$ cat src/rtl/bus_ctrl_seq_pkg.sv
// Shared types and constants for the bus control sequencer: state encoding,
// opcode classes, bus source bit positions and instruction register field positions.
package bus_ctrl_seq_pkg;

  typedef enum logic [3:0] {
    IDLE,
    T0,
    T1,
    T1W,
    T2,
    T3,
    T4,
    T5,
    T6,
    DONE
  } state_t;

  // Fixed (non-register) bus sources occupy the bits above R0..R15.
  typedef enum logic [4:0] {
    SRC_HI     = 5'd16,
    SRC_LO     = 5'd17,
    SRC_ZHI    = 5'd18,
    SRC_ZLO    = 5'd19,
    SRC_PC     = 5'd20,
    SRC_MDR    = 5'd21,
    SRC_INPORT = 5'd22,
    SRC_C      = 5'd23
  } src_idx_t;

  localparam logic [4:0] OP_ALU_FIRST = 5'b00011;
  localparam logic [4:0] OP_ALU_LAST  = 5'b01101;
  localparam logic [4:0] OP_MUL       = 5'b01110;
  localparam logic [4:0] OP_DIV       = 5'b01111;

  localparam int IR_OP_MSB = 31;
  localparam int IR_OP_LSB = 27;
  localparam int IR_RA_MSB = 26;
  localparam int IR_RA_LSB = 23;
  localparam int IR_RB_MSB = 22;
  localparam int IR_RB_LSB = 19;
  localparam int IR_RC_MSB = 18;
  localparam int IR_RC_LSB = 15;

  function automatic logic op_is_alu(input logic [4:0] op);
    return (op >= OP_ALU_FIRST) && (op <= OP_ALU_LAST);
  endfunction

  function automatic logic op_is_muldiv(input logic [4:0] op);
    return (op == OP_MUL) || (op == OP_DIV);
  endfunction

  function automatic logic op_is_legal(input logic [4:0] op);
    return op_is_alu(op) || op_is_muldiv(op);
  endfunction

endpackage

$ cat src/rtl/bus_src_onehot.sv
// Converts a 4-bit register index into a 16-bit one-hot select, all-zero when disabled.
module bus_src_onehot (
  input  logic        en,
  input  logic [3:0]  idx,
  output logic [15:0] onehot
);

  always_comb begin
    onehot = '0;
    if (en) begin
      onehot[idx] = 1'b1;
    end
  end

endmodule

$ cat src/rtl/bus_ctrl_seq.sv
// Control sequencer for a single-bus datapath: fetch (T0..T2), decode (T3)
// and execute (T4..T6) with Moore-decoded bus selects and load strobes.
module bus_ctrl_seq
  import bus_ctrl_seq_pkg::*;
#(
  parameter int WORD_SIZE = 32,
  parameter int SRC_COUNT = 24
) (
  input  logic                 clock,
  input  logic                 reset_n,
  input  logic                 run,
  input  logic [WORD_SIZE-1:0] ir,
  input  logic                 mem_ready,
  output logic [SRC_COUNT-1:0] src_sel,
  output logic [15:0]          reg_in,
  output logic                 HIin,
  output logic                 LOin,
  output logic                 PCin,
  output logic                 IRin,
  output logic                 MARin,
  output logic                 MDRin,
  output logic                 Yin,
  output logic                 Zin,
  output logic                 IncPC,
  output logic                 Read,
  output logic [4:0]           alu_op,
  output logic                 busy,
  output logic                 done,
  output logic                 illegal
);

  state_t state, state_next;

  logic [4:0] opcode;
  logic [3:0] ra, rb, rc;
  logic       legal;
  logic       muldiv;

  logic [SRC_COUNT-1:0] src_fixed;
  logic [15:0]          src_reg;
  logic                 src_reg_en;
  logic [3:0]           src_reg_idx;
  logic                 reg_in_en;
  logic                 unused_ir;

  assign unused_ir = ^ir;
  assign legal     = op_is_legal(opcode);
  assign muldiv    = op_is_muldiv(opcode);

  // Instruction fields are captured on the edge into T3 so that every
  // output stays a pure decode of registered state through to DONE.
  always_ff @(posedge clock or negedge reset_n) begin
    if (!reset_n) begin
      state   <= IDLE;
      opcode  <= '0;
      ra      <= '0;
      rb      <= '0;
      rc      <= '0;
      illegal <= 1'b0;
    end else begin
      state   <= state_next;
      illegal <= (state == T3) && !legal;
      if (state == T2) begin
        opcode <= ir[IR_OP_MSB:IR_OP_LSB];
        ra     <= ir[IR_RA_MSB:IR_RA_LSB];
        rb     <= ir[IR_RB_MSB:IR_RB_LSB];
        rc     <= ir[IR_RC_MSB:IR_RC_LSB];
      end
    end
  end

  always_comb begin
    state_next  = state;
    src_fixed   = '0;
    src_reg_en  = 1'b0;
    src_reg_idx = '0;
    reg_in_en   = 1'b0;
    HIin        = 1'b0;
    LOin        = 1'b0;
    PCin        = 1'b0;
    IRin        = 1'b0;
    MARin       = 1'b0;
    MDRin       = 1'b0;
    Yin         = 1'b0;
    Zin         = 1'b0;
    IncPC       = 1'b0;
    Read        = 1'b0;
    alu_op      = '0;
    busy        = (state != IDLE);
    done        = 1'b0;

    case (state)
      IDLE: begin
        if (run) begin
          state_next = T0;
        end
      end
      T0: begin
        src_fixed[SRC_PC] = 1'b1;
        MARin             = 1'b1;
        IncPC             = 1'b1;
        Zin               = 1'b1;
        state_next        = T1;
      end
      T1: begin
        src_fixed[SRC_ZLO] = 1'b1;
        PCin               = 1'b1;
        Read               = 1'b1;
        MDRin              = 1'b1;
        state_next         = mem_ready ? T2 : T1W;
      end
      // Memory wait has no timeout; the read stays requested until ready.
      T1W: begin
        Read  = 1'b1;
        MDRin = 1'b1;
        if (mem_ready) begin
          state_next = T2;
        end
      end
      T2: begin
        src_fixed[SRC_MDR] = 1'b1;
        IRin               = 1'b1;
        state_next         = T3;
      end
      T3: begin
        if (legal) begin
          src_reg_en  = 1'b1;
          src_reg_idx = rb;
          Yin         = 1'b1;
          state_next  = T4;
        end else begin
          state_next = IDLE;
        end
      end
      T4: begin
        src_reg_en  = 1'b1;
        src_reg_idx = rc;
        Zin         = 1'b1;
        alu_op      = opcode;
        state_next  = T5;
      end
      T5: begin
        src_fixed[SRC_ZLO] = 1'b1;
        if (muldiv) begin
          LOin       = 1'b1;
          state_next = T6;
        end else begin
          reg_in_en  = 1'b1;
          state_next = DONE;
        end
      end
      T6: begin
        src_fixed[SRC_ZHI] = 1'b1;
        HIin               = 1'b1;
        state_next         = DONE;
      end
      DONE: begin
        done       = 1'b1;
        state_next = IDLE;
      end
      default: begin
        state_next = IDLE;
      end
    endcase
  end

  bus_src_onehot u_src_onehot (
    .en     (src_reg_en),
    .idx    (src_reg_idx),
    .onehot (src_reg)
  );

  bus_src_onehot u_reg_in_onehot (
    .en     (reg_in_en),
    .idx    (ra),
    .onehot (reg_in)
  );

  assign src_sel = src_fixed | SRC_COUNT'(src_reg);

endmodule
$ cat config.mk
export PLATFORM = sky130hd
export DESIGN_NAME = bus_ctrl_seq
export DESIGN_NICKNAME = d
export VERILOG_FILES = /design/src/rtl/bus_ctrl_seq_pkg.sv /design/src/rtl/bus_src_onehot.sv /design/src/rtl/bus_ctrl_seq.sv
export SDC_FILE = /design/constraint.sdc
export NUM_CORES = 1
export LEC_CHECK = 0
export CAP_MARGIN = 0
export CELL_PAD_IN_SITES_DETAIL_PLACEMENT = 1
export CELL_PAD_IN_SITES_GLOBAL_PLACEMENT = 2
export CORE_AREA = 2 2 78 61
export CTS_CLUSTER_DIAMETER = 50
export DETAILED_ROUTE_END_ITERATION = 8
export DIE_AREA = 0 0 80 63
export DONT_BUFFER_PORTS = 1
export HOLD_SLACK_MARGIN = 0.08
export PLACE_DENSITY_LB_ADDON = 0.08
export RECOVER_POWER = 100
export SETUP_SLACK_MARGIN = 0.3
export SLEW_MARGIN = 0
export SYNTH_ARGS = -nofsm -noshare
export SYNTH_HDL_FRONTEND = slang
export SYNTH_SLANG_ARGS = --single-unit
$ cat constraint.sdc
create_clock -name clock -period 2.8 [get_ports clock]
set_input_delay 0.14 -clock clock [delete_from_list [all_inputs] [get_ports clock]]
set_output_delay 0.14 -clock clock [all_outputs]
set_load 0.01 [all_outputs]
==> flow_summary_export.csv <==
group,metric,value,unit
global_route,grt_max_degree,23,
place,pre_cts_slack,0.832,ns
die,die-area,5040,sq um
die,initial_core_util,0.339,
clock_tree,cts_sinks,22,
sta,rsz0062_at_grt,"no",
route,drc,0,
final_layout,drive_above_1_share,0.143,
final_layout,area_growth,16.4,%
die,core,4310,sq um
power,peakVddDrop,0.528,mV
outcome,status,"complete, no violations",
critical_path,max_stage_delay,0.56,ns
place,gp_congestion,0.705,
clock_tree,htreeDepth,1,
route,drtAntennaViolNets,0,
critical_path,path_class,"flip-flop to output pin",
critical_path,cp_top_family,"simple AND/OR/NAND/NOR gates",
final_layout,nFillCells,503,
power,p_leak,0.648,nW
synth,synth-seq-cells,22,
synth,synth_area_leader_cell,"dfrtp_1",
synth,ys_types,41,
route,drt_iter0_drc,26,
synth,syn_area,1460,sq um
sta,setup_viol,0,
sta,hold_violations,0,
clock_tree,clk_path_buf_depth,2,
sta,max_slew_margin,0.333,
synth,synth_edf_count,0,
critical_path,required,2.66,ns
sta,finalMaxSlewViolations,0,
sta,worst_slack,0.536,ns
final_layout,fin_util,0.395,
clock_tree,cts_tree,"built",
global_route,track_usage,0.158,
sta,worstMarginPinSlew,0.998,ns
flow_run,drv_cap,0,
final_layout,antenna_cells,0,
clock_tree,post_cts_buffers,0,
clock_tree,clock_latency,0.26,ns
synth,yosys.area.top_type_share,0.376,
global_route,antenna_found_initial,0,
sta,min_period_over_period,0.809,
place,dpl.hpwl,2900,um
critical_path,cp.arrival,2.12,ns
die,rows,21,
sta,holdWs,0.172,ns
synth,synth.yosys.seq_area_share,0.376,
global_route,grt_pass1_wl,6200,um
clock_tree,root_buffer,"clkbuf_8",
synth,synth.most_common_cell,"nor2_1",
synth,syn_avg_cell_area,8.97,sq um
critical_path,end_kind,"output pin",
critical_path,crit_slowest_cell,"dfrtp_1",
critical_path,path_cells,"and4bb_4 > and2_0 > o211ai_1 > nor3_1",
route,vias,1255,
synth,syn_inst,163,
synth,synth_flop_cell,"dfrtp_1",
power,powerDensity,1000,nW/um^2
global_route,grt_pass1_vias,1304,
place,io_buffers,0,
critical_path,critPathLaunchType,"flip-flop",
sta,min_period,2.26,ns
sta,skew,0.0121,ns
final_layout,final_nets,212,
die,num_io_pins,94,
critical_path,cp_num_buf_inv,0,
die,die_width,80,um
synth,synthTopCellsByArea,"dfrtp_1, mux2_2, nor2_1, buf_4, nor3_1",
sta,fmax,442,MHz
worst_hold_path,hold_class,"primary input to flip-flop",
synth,synth_warnings,0,
route,wire_per_inst,17.0,um
route,wl,3940,um
global_route,overflow,0,
sta,tns,0,ns
synth,async_flop_share,1.00,
route,viasPerCell,5.41,
clock_tree,path_clk_slew,0.09,ns
route,firstDrtPassIters,4,
synth,synth_common_cells,"nor2_1, dfrtp_1, mux2_2",
critical_path,worst-path-max-fanout,15,
clock_tree,cts_buffers,3,
die,dieHeight,63,um
==> cells in the final DEF, fill, tap and decap left out, types with 3 or more instances in the layout <==
master and n:
nand2b_1 5, nand3_1 3, o21ai_0 7, nor3_1 10, clkbuf_8 3, mux2_2 16, and2_0 6, dlygate4sd3_1 18
dfrtp_1 22, conb_1 4, nand2_1 7, inv_1 3, a211o_1 3, nor2_1 34
==> registers in the layout, indices dropped and copies added, names as in the netlist <==
signal / count
rc: 4
illegal: 1
state: 4
rb: 4
ra: 4
opcode: 5
==> cells by family after synthesis <==
kind of cell	after synthesis	share of synthesized area
simple gates	82	0.300
compound gates	24	0.120
flops	22	0.376
buf+inv	18	0.0778
mux	16	0.123
other cells	1	0.00256
==> final timing paths <==
path | startpoint | end | slack (ns) | cells after the start
max | state[0] | src_sel[4] | 0.54 | 4
min in group asynchronous | reset_n | state[0] | 0.48 | 1
min reg2reg | rb[0] | rb[0] | 0.55 | 1
max reg2reg | state[2] | rb[1] | 0.79 | 4
min | run | state[0] | 0.17 | 3
max in group asynchronous | reset_n | rc[0] | 1.70 | 1
==> report_power, final <==
part,internal (mW),switching (mW),leakage [nW]
clock network,0.191,0.103,0.0357
registers,0.472,0.244,0.267
logic,0.317,0.379,0.345
total,0.980,0.727,0.648
==> worst reg2reg max path: stages, from the launching register on <==
cell,delay (ns)
dfrtp_1,0.63
nand2b_1,0.21
nor3_4,0.14
clkbuf_2,0.50
mux2_2,0.41
==> per-layer routing <==
metal | up-vias | GRT usage | share of wire | wire, um
li1 | 592 | - | - | -
met1 | 602 | 0.203 | 0.46 | 1820
met2 | 55 | 0.264 | 0.45 | 1770
met3 | 6 | 0.0434 | 0.073 | 289
met4 | 0 | 0.0360 | 0.015 | 61
met5 | - | 0 | 0 | 0
==> metrics by stage <==
step	std cells	power, mW	instance area [sq um]
floorplan	166	1.28	1470
global placement	210	1.37	1460
detailed placement	210	1.42	1460
CTS	232	1.75	1710
global route	232	1.86	1700
finish	232	1.71	1700
==> cell type report <==
class	instances	area (sq um)	area share
inverters	3	11.3	0.00661
flip-flops and latches	22	551	0.323
multi-input cells	126	810	0.475
clock buffers	3	41.3	0.0242
well taps	57	71.3	0.0419
repair buffers	20	189	0.111
clock inverters	1	30.0	0.0176
==> timing repair <==
item / 4_1_cts / 5_1_grt
hold endpoints to repair: 39 / 0
hold buffers: 18 / 0
resized for setup: 0 / 0
(Power assumes the default switching activity.)
